## src/rtl/cpu_pkg.sv

```systemverilog
// Shared widths, write-back FSM states and the latched memory-request payload.
package cpu_pkg;

  localparam int unsigned REG_W  = 4;
  localparam int unsigned DATA_W = 16;
  localparam int unsigned ADDR_W = 32;
  localparam int unsigned CNT_W  = 16;

  typedef enum logic [0:0] {
    IDLE     = 1'b0,
    MEM_WAIT = 1'b1
  } wb_state_t;

  typedef struct packed {
    logic              we;
    logic [ADDR_W-1:0] addr;
    logic [DATA_W-1:0] wdata;
    logic [REG_W-1:0]  dst;
  } mem_req_t;

  // Counter width able to hold 0..limit-1, never narrower than one bit.
  function automatic int unsigned timer_width(input int unsigned limit);
    return (limit > 1) ? $clog2(limit) : 1;
  endfunction

endpackage

```

## src/rtl/wb_mem_timer.sv

```systemverilog
// Cycle counter for an outstanding memory request; flags the last allowed cycle.
module wb_mem_timer
  import cpu_pkg::*;
#(
  parameter int unsigned LIMIT = 64
) (
  input  logic clk,
  input  logic rst,
  input  logic clr,
  input  logic en,
  output logic expired_c
);

  localparam int unsigned W = timer_width(LIMIT);

  logic [W-1:0] count_q;
  logic [W-1:0] count_d;

  always_comb begin
    count_d = count_q;
    if (clr) begin
      count_d = '0;
    end else if (en) begin
      count_d = count_q + W'(1);
    end
  end

  always_ff @(posedge clk) begin
    if (rst) begin
      count_q <= '0;
    end else begin
      count_q <= count_d;
    end
  end

  assign expired_c = (count_q == W'(LIMIT - 1));

endmodule

```

## src/rtl/write_back.sv

```systemverilog
// Final pipeline stage: retires ALU results, runs the data-memory handshake,
// stalls upstream while a memory op is outstanding and drives the register-file write port.
module write_back
  import cpu_pkg::*;
#(
  parameter int unsigned MEM_TIMEOUT = 64
) (
  input  logic              cpu_clk,
  input  logic              cpu_rst,
  input  logic              exe_en,
  input  logic [REG_W-1:0]  exe_dst_reg,
  input  logic [DATA_W-1:0] exe_out,
  input  logic              exe_mem_en,
  input  logic              exe_mem_write,
  input  logic [ADDR_W-1:0] exe_mem_addr,
  input  logic [DATA_W-1:0] exe_mem_wdata,
  output logic              mem_req,
  output logic              mem_we,
  output logic [ADDR_W-1:0] mem_addr,
  output logic [DATA_W-1:0] mem_wdata,
  input  logic              mem_ack,
  input  logic [DATA_W-1:0] mem_rdata,
  output logic              wb_stall,
  output logic              wb_en,
  output logic [REG_W-1:0]  wb_dst_reg,
  output logic [DATA_W-1:0] wb_out,
  output logic              mem_fault,
  output logic [CNT_W-1:0]  retire_cnt
);

  wb_state_t         state_q,      state_d;
  mem_req_t          req_q,        req_d;
  logic              mem_req_q,    mem_req_d;
  logic              wb_stall_q,   wb_stall_d;
  logic              wb_en_q,      wb_en_d;
  logic [REG_W-1:0]  wb_dst_q,     wb_dst_d;
  logic [DATA_W-1:0] wb_out_q,     wb_out_d;
  logic              mem_fault_q,  mem_fault_d;
  logic [CNT_W-1:0]  retire_cnt_q, retire_cnt_d;

  logic tmr_clr;
  logic tmr_en;
  logic tmr_expired_c;

  wb_mem_timer #(
    .LIMIT (MEM_TIMEOUT)
  ) u_timer (
    .clk       (cpu_clk),
    .rst       (cpu_rst),
    .clr       (tmr_clr),
    .en        (tmr_en),
    .expired_c (tmr_expired_c)
  );

  // Next-state and output computation; exe_* is ignored outside IDLE.
  always_comb begin
    state_d      = state_q;
    req_d        = req_q;
    mem_req_d    = mem_req_q;
    wb_en_d      = 1'b0;
    wb_dst_d     = wb_dst_q;
    wb_out_d     = wb_out_q;
    mem_fault_d  = mem_fault_q;
    retire_cnt_d = retire_cnt_q;
    tmr_clr      = 1'b0;
    tmr_en       = 1'b0;

    unique case (state_q)
      IDLE: begin
        if (exe_en) begin
          if (exe_mem_en) begin
            req_d.we    = exe_mem_write;
            req_d.addr  = exe_mem_addr;
            req_d.wdata = exe_mem_wdata;
            req_d.dst   = exe_dst_reg;
            mem_req_d   = 1'b1;
            tmr_clr     = 1'b1;
            state_d     = MEM_WAIT;
          end else begin
            wb_en_d      = 1'b1;
            wb_dst_d     = exe_dst_reg;
            wb_out_d     = exe_out;
            retire_cnt_d = retire_cnt_q + CNT_W'(1);
          end
        end
      end
      MEM_WAIT: begin
        if (mem_ack) begin
          mem_req_d    = 1'b0;
          retire_cnt_d = retire_cnt_q + CNT_W'(1);
          state_d      = IDLE;
          if (!req_q.we) begin
            wb_en_d  = 1'b1;
            wb_dst_d = req_q.dst;
            wb_out_d = mem_rdata;
          end
        end else if (tmr_expired_c) begin
          mem_req_d   = 1'b0;
          mem_fault_d = 1'b1;
          state_d     = IDLE;
        end else begin
          tmr_en = 1'b1;
        end
      end
      default: state_d = IDLE;
    endcase

    wb_stall_d = (state_d == MEM_WAIT);
  end

  always_ff @(posedge cpu_clk) begin
    if (cpu_rst) begin
      state_q      <= IDLE;
      req_q        <= '0;
      mem_req_q    <= 1'b0;
      wb_stall_q   <= 1'b0;
      wb_en_q      <= 1'b0;
      wb_dst_q     <= '0;
      wb_out_q     <= '0;
      mem_fault_q  <= 1'b0;
      retire_cnt_q <= '0;
    end else begin
      state_q      <= state_d;
      req_q        <= req_d;
      mem_req_q    <= mem_req_d;
      wb_stall_q   <= wb_stall_d;
      wb_en_q      <= wb_en_d;
      wb_dst_q     <= wb_dst_d;
      wb_out_q     <= wb_out_d;
      mem_fault_q  <= mem_fault_d;
      retire_cnt_q <= retire_cnt_d;
    end
  end

  assign mem_req    = mem_req_q;
  assign mem_we     = req_q.we;
  assign mem_addr   = req_q.addr;
  assign mem_wdata  = req_q.wdata;
  assign wb_stall   = wb_stall_q;
  assign wb_en      = wb_en_q;
  assign wb_dst_reg = wb_dst_q;
  assign wb_out     = wb_out_q;
  assign mem_fault  = mem_fault_q;
  assign retire_cnt = retire_cnt_q;

endmodule

```

## config.mk

```make
export PLATFORM = sky130hd
export DESIGN_NAME = write_back
export DESIGN_NICKNAME = d
export VERILOG_FILES = /design/src/rtl/cpu_pkg.sv /design/src/rtl/wb_mem_timer.sv /design/src/rtl/write_back.sv
export SDC_FILE = /design/constraint.sdc
export NUM_CORES = 1
export LEC_CHECK = 0
export ABC_AREA = 1
export BUFFER_PORTS_ARGS = -buffer_cell sky130_fd_sc_hd__buf_2
export CORE_UTILIZATION = 48
export DETAILED_ROUTE_END_ITERATION = 12
export GPL_ROUTABILITY_DRIVEN = 0
export GPL_TIMING_DRIVEN = 0
export HOLD_SLACK_MARGIN = 0.1
export PLACE_DENSITY = 0.78
export SYNTH_ARGS = -nofsm -noshare
export SYNTH_HDL_FRONTEND = slang
export SYNTH_SLANG_ARGS = --single-unit
export TNS_END_PERCENT = 100
```

## constraint.sdc

```tcl
create_clock -name cpu_clk -period 1.3 [get_ports cpu_clk]
set_input_delay 0.13 -clock cpu_clk [delete_from_list [all_inputs] [get_ports cpu_clk]]
set_output_delay 0.13 -clock cpu_clk [all_outputs]
set_load 0.03 [all_outputs]
```

Word-level counts from Yosys, hierarchy flattened
Index checks and enable logic that the tools add are counted.
{ "totals": {"regBits": 99, "out_inout_bits": 89, "elab_cells": 60} }
{ "classes": {"add_sub_neg": 2, "bitwise": 2, "mux": 31, "eq_ne": 7, "reduce_logical": 6} }
{ "op_table": {"columns": ["cell", "count"], "rows": [
  ["2-to-1 mux 16 bit", 7],
  ["case mux 16 bit (2 select lines)", 2],
  ["adder 16 x 1 -> 16 bit (second input constant)", 1],
  ["2-to-1 mux 4 bit", 4],
  ["2-to-1 mux 1 bit", 14],
  ["AND reduction 3 bit", 4],
  ["!= test 2 bit (second input constant)", 5],
  ["case mux 4 bit (2 select lines)", 1],
  ["adder 6 x 1 -> 6 bit (second input constant)", 1],
  ["== test 6 bit (second input constant)", 1],
  ["case mux 1 bit (2 select lines)", 3],
  ["AND reduction 4 bit", 1],
  ["!= test 3 x 2 -> 1 bit (second input constant)", 1],
  ["NOT 1 bit", 2],
  ["OR reduction 2 bit", 1]
]} }

Depth between registers and ports, before layout
Gate-level depths: netlist (run 1).
{ "depth": {"word_depth": 4, "depth_mapped": 9, "depth_no_buf": 9} }

Modules after synthesis
A second synthesis (run 1) with hierarchy kept.
{ "unflattened": {"hier_cells": 589, "hier_area_um2": 4362.9} }
{ "by_module_without_submodules": {"columns": ["mod", "seq_area_each_um2", "area_each_um2", "cells_per_inst", "instances"], "rows": [
  ["write_back", 1861.8, 4095.2, 552, 1],
  ["wb_mem_timer", 120.1, 267.8, 37, 1]
]} }

Least setup slack after synthesis (run 1)
No wires, ideal clock.
{ "synth_path": {"path_type": "reg-to-reg", "startpoint": "register retire_cnt_q[1] (netlist: retire_cnt[1])", "endpoint": "register retire_cnt_q[14] (netlist: retire_cnt[14])", "t_required_ns": 1.187, "slack_ns": -0.133, "t_arrival_ns": 1.320, "stages_incl_launch_ff": 9, "path_cell_list": "dfxtp_1 > ha_1 > nand2_1 > inv_1 > nand2_1 > nor2_4 > nand3_1 > nor2_1 > nor2_1"} }
{ "synth_between": {"elab_chain_len": 4, "elab_cells_between_ends": 5} }
{ "synth_lines": {"columns": ["item", "line", "text"], "rows": [
  ["start: declaration", "write_back.sv:39", "logic [CNT_W-1:0] retire_cnt_q, retire_cnt_d;"],
  ["start signal: assignment", "write_back.sv:131", "retire_cnt_q <= retire_cnt_d;"],
  ["adder 16 x 1 -> 16 bit *", "write_back.sv:83, write_back.sv:90", null],
  ["2-to-1 mux 16 bit", "write_back.sv:71", "if (exe_mem_en) begin"],
  ["2-to-1 mux 16 bit", "write_back.sv:70", "if (exe_en) begin"],
  ["case mux 16 bit (2 select lines) *", "write_back.sv:68", "unique case (state_q)"]
]} }
Mark *: on every way between the ends. The rest lies on a longest branch, timed or not. The select of a mux whose other input is x is not followed.
A chain may end at the register's enable or synchronous reset.

==> flow_summary.yaml, run 1 <==
floorplanning:
  start_util_pct: 49.2
  die_h_um: 96.4
  rows: 34
  die_w_um: 96.4
  io_pins: 179
  die_area_mm2: 0.00928
  core_mm2: 0.00868
worst_setup_path:
  worst-path-buf-inv: 2
  crit_type: "flop to flop"
  crit_chain: "inv_8, nor2_4, nand2_2, nand2_4, buf_4, o21ai_0, a31oi_1"
  arrival_ns: 1.59
  crit_slowest_cell: "dfxtp_4"
  start_kind: "flop"
  critPathCaptureType: "flop"
  critPathTopFamily: "flip-flops"
  crit_fanout: 6
  cp.required_ns: 1.57
  cpPeakStageDelay_ns: 0.44
  r2r_slack_ns: -0.01
synth:
  synth-async-reset-ratio_pct: 0
  synth.net_count: 684
  ys_seq_area_share_pct: 46.4
  yosys-top-cells-count: "nor2_1 (143), dfxtp_1 (99), nand2_1 (99)"
  synth_cell_types: 23
  synth_flop_cell: "dfxtp_1"
  synth_top_area_share_pct: 46.4
  ys_seq_elements: 99
  synthesis.area_mm2: 0.00427
  synthCells: 592
  syn_area_per_cell_um2: 7.22
  synth_area_leaders: "dfxtp_1 (46%), nor2_1 (13%), o21ai_0 (9.0%), nand2_1 (8.7%), buf_4 (8.6%)"
  yosysMostFrequentCell: "nor2_1"
  synth_edf_count: 0
  yosysTopAreaCell: "dfxtp_1"
  yosysWarnings: 0
grt:
  grt_first_pass_wirelength_mm: 20.9
  antenna_found_initial: 0
  track_usage_pct: 29.6
  grt_pass1_vias: 4645
  gr-total-overflow: 0
  grt_max_degree: 16
route:
  drc_errors: 0
  vias_per_cell: 5.04
  vias: 5026
  drt_iter0_markers: 190
  wire_per_inst_um: 14.6
  first_pass_iters: 4
  finalWirelength_mm: 14.6
  ant_nets: 0
timing:
  finClkSkew_ns: 0.0101
  hold_viol_final: 0
  setup_slack_ns: -0.0148
  holdWs_ns: 0.189
  fin_crit_ns: 1.31
  finalSetupTns_ns: -0.0148
  setup_viol_count_final: 1
  max_slew_margin_pct: 68.2
  fmax_ghz: 0.761
  fin_crit_sh_pct: 101
  tightest_slew_ns: 0.477
  rsz0062_at_grt: "yes"
  maxSlewViolCount: 0
power_and_ir_drop:
  leakagePower_nw: 3.36
  worst_ir_drop_vdd_mv: 0.594
  power-per-cell-area_mw_per_mm2: 1030
cells_and_area:
  n_fill_cell: 597
  instances_no_fill: 998
  drive_above_1_share_pct: 38.0
  diodes: 0
  largest_register_ffs: 32
  areaGrowthSynthToFinish_pct: 60.4
  num-nets-final: 977
status:
  status: "finished, violations left"
  violations: "setup timing"
place:
  port_buffers: 178
  place_ws_ns: -0.160
  dp_hpwl_mm: 8.12
  dp_cells: 878
clocking:
  h-tree-depth: 3
  path_clk_slew_ns: 0.09
  cts_root_buf: "clkbuf_8"
  cts_buffer_depth: 2
  clk_latency_ns: 0.35
  cts_tree: "done"
  cts_buffers: 9
  clock_sinks: 99
flow_run:
  drv_cap: 0
worst_hold_path:
  hold_class: "input port to flop"
-- layout make-up --
cell class / instances / area [um2] / share of cell area (%)
buffer: 76 / 566 / 8.25
clock buffer: 12 / 155 / 2.26
clock inverter: 4 / 48.8 / 0.712
inverter: 35 / 144 / 2.10
multi-input combinational: 382 / 1900 / 27.7
sequential: 99 / 2000 / 29.2
tap: 108 / 135 / 1.97
timing repair buffer: 282 / 1900 / 27.7
-- cells in the final DEF, fill, tap and decap left out, types with 3 or more instances in the layout --
master         instances
a31oi_1               20
buf_8                  3
clkbuf_4               3
nand3_1                6
nand2_2                7
inv_1                 30
inv_2                  3
nand2_4                7
buf_6                  8
dlygate4sd3_1         87
nand3_2                4
buf_2                181
nor2_4                 7
nor2_2                 4
dfxtp_4                4
clkbuf_8              11
buf_4                 64
clkbuf_1               7
nand2_1               85
o21ai_2                9
o21ai_1               36
a21oi_1               12
o21ai_0               36
dfxtp_2                6
nor2_1               135
clkbuf_2               5
dfxtp_1               89
nor3_1                 3
-- metal layers --
metal,vias to the layer above,routed length (um),track usage (%)
li1,2428,-,-
met1,2287,5610,31.5
met2,254,7250,53.7
met3,57,1060,7.03
met4,0,644,15.9
met5,-,0,0
-- power by group --
| group | internal (mW) | switching, mW |
|---|---|---|
| clock network | 0.994 | 1.04 |
| registers | 3.21 | 0.113 |
| logic | 0.750 | 0.941 |
| total | 4.95 | 2.09 |
-- cells by family after synthesis --
logic type               Yosys count  share of synthesized area [%]
AND/OR/NAND/NOR                  264                           24.4
buffers and inverters            111                           14.4
adder cells (fa/ha/maj)            2                          0.586
AO/OA/AOI/OAI                    116                           14.3
flip-flops                        99                           46.4
-- path summary, 6_finish.rpt --
check / startpoint / end / cells past startpoint
hold / removal: exe_en / wb_en / 3
setup / recovery: wb_stall / wb_dst_reg[3] / 7
hold reg to reg: mem_fault / mem_fault / 1
setup reg to reg: wb_stall / wb_dst_reg[3] / 7
-- worst register-to-register path: cells and delay by family (launching register included) --
family	cells	cell delay, ns
AOI/OAI and AO/OA	2	0.28
buffers and inverters	2	0.22
DFF	1	0.44
and+or+nand+nor	3	0.28
-- repair_timing --
item                                    in CTS  in global routing
resized for setup                           30                131
gates cloned                                 0                  2
hold endpoints to repair                    78                  0
buffers inserted                             5                 10
endpoints found under the setup margin      74                 91
hold buffers                                87                  0
pin swaps                                    3                 14
-- metrics by stage --
| stage | util, % | cell area, um2 | power, mW |
|---|---|---|---|
| after floorplan | - | 4280 | 4.24 |
| after global placement | 61.2 | 5310 | 4.63 |
| after detailed placement | 61.2 | 5310 | 4.66 |
| after CTS | 74.8 | 6490 | 6.87 |
| after global routing | 79.0 | 6850 | 7.34 |
| final | 79.0 | 6850 | 7.05 |
Power figures use the tool's default switching activity.
==> run 2, diff against run 1 <==
--- a/config.mk
+++ b/config.mk
@@ -10,7 +10,6 @@
 export CORE_UTILIZATION = 48
 export DETAILED_ROUTE_END_ITERATION = 12
 export GPL_ROUTABILITY_DRIVEN = 0
-export GPL_TIMING_DRIVEN = 0
 export HOLD_SLACK_MARGIN = 0.1
 export PLACE_DENSITY = 0.78
 export SYNTH_ARGS = -nofsm -noshare
==> flow_summary.yaml, run 2 (synthesis results as in run 1) <==
status:
  status: "finished, violations left"
  violations: "setup timing"
timing:
  fmax_ghz: 0.732
  holdWs_ns: 0.0831
  max_slew_margin_pct: 78.6
  maxSlewViolCount: 0
  fin_crit_ns: 1.37
  fin_crit_sh_pct: 105
  setup_slack_ns: -0.0669
  rsz0062_at_grt: "yes"
  tightest_slew_ns: 0.319
  finalSetupTns_ns: -0.0669
  setup_viol_count_final: 1
  finClkSkew_ns: 0.0113
  hold_viol_final: 0
route:
  wire_per_inst_um: 13.9
  drc_errors: 0
  drt_iter0_markers: 206
  first_pass_iters: 5
  finalWirelength_mm: 13.0
  vias_per_cell: 4.96
  ant_nets: 0
  vias: 4644
worst_hold_path:
  hold_path_startpoint: "exe_mem_addr[22]"
  hold_class: "input port to flop"
power_and_ir_drop:
  power-per-cell-area_mw_per_mm2: 1060
  worst_ir_drop_vdd_mv: 0.675
  leakagePower_nw: 3.03
  total_power_mw: 6.82
cells_and_area:
  diodes: 0
  num-nets-final: 915
  multi_input_area_mm2: 0.00182
  largest_register_ffs: 32
  areaGrowthSynthToFinish_pct: 50.1
  final_common_cell: "buf_2"
  drive_above_1_share_pct: 32.9
  final_util_pct: 73.9
  mostFrequentLayoutCells: "buf_2 (177), nor2_1 (137), nand2_1 (88), dfxtp_1 (88), dlygate4sd3_1 (86)"
  register_area_mm2: 0.00201
  n_fill_cell: 631
flow_run:
  drv_cap: 0
floorplanning:
  start_util_pct: 49.2
  die_area_mm2: 0.00928
  io_pins: 179
  core_mm2: 0.00868
  rows: 34
  die_h_um: 96.4
  die_w_um: 96.4
grt:
  grt_first_pass_wirelength_mm: 18.5
  grt_max_degree: 45
  gr-total-overflow: 0
  grt_pass1_vias: 4101
  antenna_found_initial: 0
  track_usage_pct: 26.0
worst_setup_path:
  crit_type: "flop to flop"
  cp.required_ns: 1.56
  crit_fanout: 10
  arrival_ns: 1.63
  crit_slowest_cell: "dfxtp_4"
  worstSetupStartpoint: "wb_stall"
  start_kind: "flop"
  critPathCaptureType: "flop"
  worst-path-buf-inv: 2
  cpPeakStageDelay_ns: 0.42
  rr_startpoint: "wb_stall"
  crit_chain: "inv_6, nor2_4, nand2_2, nand2_4, clkbuf_16, o21ai_0, a31oi_1"
  critPathTopFamily: "flip-flops"
clocking:
  cts_buffers: 9
  clk_latency_ns: 0.36
  h-tree-depth: 3
  cts_root_buf: "clkbuf_8"
  clock_sinks: 99
  cts_buffer_depth: 2
  path_clk_slew_ns: 0.09
  cts_tree: "done"
place:
  dp_hpwl_mm: 7.39
  port_buffers: 178
## run 2: changes by cell type in the layout (fill, tap and decap cells not counted), sizes merged
| cell | previous run | this run |
|---|---|---|
| buf | 257 | 206 |
| clkbuf | 26 | 13 |
| clkinvlp | 0 | 3 |
| clkinv | 3 | 1 |
| inv | 35 | 37 |
| dlygate4sd3 | 87 | 86 |
## run 2: final timing paths
kind                                           end  slack [ns]  cells past startpoint
worst max-delay path                     wb_out[9]       -0.07                      7
worst min-delay path                  mem_addr[22]        0.08                      3
worst max register to register           wb_out[9]       -0.07                      7
worst min register to register  u_timer.count_q[4]        0.48                      2
## run 2: area by class of cell
cell class | instances | area share [%]
Sequential cell | 99 | 31.3
Clock buffer | 9 | 1.93
Multi-Input combinational cell | 382 | 28.4
Tap cell | 108 | 2.11
Timing Repair Buffer | 296 | 33.0
Inverter | 35 | 2.13
Clock inverter | 7 | 1.17
## run 2: per-stage QoR
stage	worst slack [ns]	instance area [um2]	instances
finish	-0.0669	6410	936
global route	-0.0841	6410	936
CTS	0.0122	6150	930
detailed placement	-0.0362	5070	827
global placement	0.0379	5070	827
floorplan	0.0115	4280	592
## run 2: report_power, final
group	switching, mW	leakage (nW)	internal (mW)
clock	1.10	0.0923	0.900
combinational	0.870	2.12	0.640
sequential	0.101	0.819	3.21
total	2.07	3.03	4.75
## run 2: metal layers
| layer | part of all wire (%) | vias up | global-route usage (%) |
|---|---|---|---|
| li1 | - | 2302 | - |
| met5 | 0 | - | 0 |
| met1 | 39 | 2089 | 28.6 |
| met4 | 2.8 | 0 | 11.6 |
| met2 | 51 | 221 | 47.2 |
| met3 | 7.6 | 32 | 6.00 |
## run 2: timing repair
action,in CTS,in global routing
buffers inserted,1,3
cloned,0,3
endpoints found under the setup margin,5,46
hold endpoints to repair,77,0
hold buffers,86,0
pin swaps,1,15
gates resized for setup,4,53
## run 2: worst register-to-register path, cell delays in order (launching register included)
cell and delay, ns:
dfxtp_4 0.42, inv_6 0.07, nor2_4 0.08, nand2_2 0.08, nand2_4 0.13, clkbuf_16 0.17, o21ai_0 0.11, a31oi_1 0.22
==> run 3, diff against run 2 <==
--- a/config.mk
+++ b/config.mk
@@ -7,11 +7,11 @@
 export LEC_CHECK = 0
 export ABC_AREA = 1
 export BUFFER_PORTS_ARGS = -buffer_cell sky130_fd_sc_hd__buf_2
-export CORE_UTILIZATION = 48
+export CORE_UTILIZATION = 35
 export DETAILED_ROUTE_END_ITERATION = 12
 export GPL_ROUTABILITY_DRIVEN = 0
 export HOLD_SLACK_MARGIN = 0.1
-export PLACE_DENSITY = 0.78
+export PLACE_DENSITY = 0.6
 export SYNTH_ARGS = -nofsm -noshare
 export SYNTH_HDL_FRONTEND = slang
 export SYNTH_SLANG_ARGS = --single-unit
==> flow_summary.yaml, run 3 (synthesis results as in run 1) <==
status:
  status: "complete, no violations"
worst_setup_path:
  start_kind: "flop"
  r2r_slack_ns: 0.04
  reg2reg_depth: 8
  crit_fanout: 20
  crit_type: "flop to output pin"
  r2r-end: "u_timer.count_q[2]"
  crit_chain: "buf_6, clkbuf_4"
  cp.required_ns: 1.17
  critPathCaptureType: "output pin"
  cpPeakStageDelay_ns: 0.39
  rr_startpoint: "u_timer.count_q[0]"
  crit_slowest_cell: "dfxtp_4"
  arrival_ns: 1.15
  critPathTopFamily: "buffers and inverters"
  worst-path-buf-inv: 2
floorplanning:
  die_h_um: 112
  core_mm2: 0.0117
  io_pins: 179
  die_area_mm2: 0.0127
  rows: 39
  start_util_pct: 36.6
  die_w_um: 112
worst_hold_path:
  hold_depth: 3
  hold_path_startpoint: "exe_en"
  hold_end: "wb_en"
  hold_class: "input port to flop"
timing:
  holdWs_ns: 0.177
  finClkSkew_ns: 0.00607
  rsz0062_at_grt: "yes"
  hold_viol_final: 0
  max_slew_margin_pct: 81.1
  tightest_slew_ns: 0.281
  maxSlewViolCount: 0
  setup_viol_count_final: 0
  fin_crit_ns: 1.28
  setup_slack_ns: 0.0173
  fin_crit_sh_pct: 98.7
  fmax_ghz: 0.780
clocking:
  cts_tree: "done"
  h-tree-depth: 3
  cts_root_buf: "clkbuf_16"
  cts_buffers: 9
  clk_latency_ns: 0.34
  cts_buffer_depth: 2
  clock_sinks: 99
  path_clk_slew_ns: 0.07
place:
  dp_cells: 865
  place_area_mm2: 0.00515
  dp_hpwl_mm: 7.81
  port_buffers: 178
  place_ws_ns: -0.0478
route:
  drt_iter0_markers: 221
  ant_nets: 0
  first_pass_iters: 4
  wire_per_inst_um: 12.6
  vias: 4553
  drc_errors: 0
  finalWirelength_mm: 12.3
  vias_per_cell: 4.66
grt:
  gr-total-overflow: 0
  grt_max_degree: 46
  grt_pass1_vias: 4235
  grt_first_pass_wirelength_mm: 19.2
  antenna_found_initial: 0
  track_usage_pct: 18.8
power_and_ir_drop:
  seqPwrFrac_pct: 40.9
  switchingPower_mw: 2.10
  power_frac_comb_pct: 18.4
  worst_ir_drop_vdd_mv: 0.718
  power_frac_clock_pct: 40.7
  power-per-cell-area_mw_per_mm2: 1220
  leakagePower_nw: 3.14
  switching_share_pct: 26.0
  p_int_mw: 5.98
cells_and_area:
  diodes: 0
  drive_above_1_share_pct: 33.2
  areaGrowthSynthToFinish_pct: 55.7
  num-nets-final: 921
  mostFrequentLayoutCells: "buf_2 (177), nor2_1 (138), dfxtp_1 (89)"
  stdcell_area_mm2: 0.00665
  largest_register_ffs: 32
  n_fill_cell: 1043
  final_common_cell: "buf_2"
  instances_no_fill: 977
flow_run:
  drv_cap: 0
==> run 3: stage by stage <==
stage                     power (mW)  utilization, %  setup TNS (ns)
final                           8.09            57.0               0
after global placement          4.55            44.1               0
after detailed placement        4.57            44.1          -0.582
after CTS                       8.10            55.0         -0.0188
after global routing            8.45            57.0          -0.265
after floorplan                 4.24               -               0
==> run 3: timing repair <==
item / 4_1_cts / 5_1_grt
endpoints found under the setup margin: 39 / 77
hold endpoints to repair: 78 / 0
gates resized for setup: 6 / 57
hold buffers: 87 / 0
gates cloned: 0 / 1
pin swaps: 1 / 12
buffers inserted: 0 / 8
==> run 3: routing by layer <==
layer,vias up,part of all wire [%],global-route usage (%)
met3,19,7.2,5.35
met1,2052,42,21.3
met2,158,49,33.6
met5,-,0,0
met4,0,1.7,7.02
li1,2324,-,-
==> run 3: how the worst max path moves through the flow <==
stage,slack (ns),cells past startpoint,from,to
4_1_cts,-0.01,8,u_timer.count_q[0],u_timer.count_q[3]
3_5_place_dp,-0.05,5,wb_stall,mem_wdata[9]
2_1_floorplan,0.01,8,retire_cnt[1],retire_cnt[14]
3_3_place_gp,0.02,5,wb_stall,mem_addr[21]
5_1_grt,-0.07,8,u_timer.count_q[3],mem_req
6_report,0.02,2,wb_stall,wb_stall
==> run 3: area by class of cell <==
type | count | area [um2] | area share [%]
clock buffers | 10 | 239 | 3.59
clock inverters | 6 | 134 | 2.01
inverters | 35 | 136 | 2.05
multi-input cells | 382 | 1820 | 27.3
flip-flops and latches | 99 | 2000 | 30.1
well taps | 143 | 179 | 2.69
repair buffers | 302 | 2140 | 32.2
==> run 3: power groups by stage <==
stage / Combinational [mW] / Clock, mW / Sequential (mW)
floorplan: 0.749 / 0 / 3.49
global placement: 1.18 / 0 / 3.37
detailed placement: 1.20 / 0 / 3.37
CTS: 1.41 / 3.38 / 3.31
global route: 1.62 / 3.51 / 3.33
finish: 1.49 / 3.29 / 3.31
==> run 3: worst register-to-register path, cell delays in order, from the launching register on <==
cell and delay (ns):
dfxtp_2 0.34, ha_4 0.16, nand2_2 0.07, inv_2 0.04, buf_4 0.12, o211ai_1 0.11, nand2_1 0.12, buf_4 0.14
a21oi_1 0.10
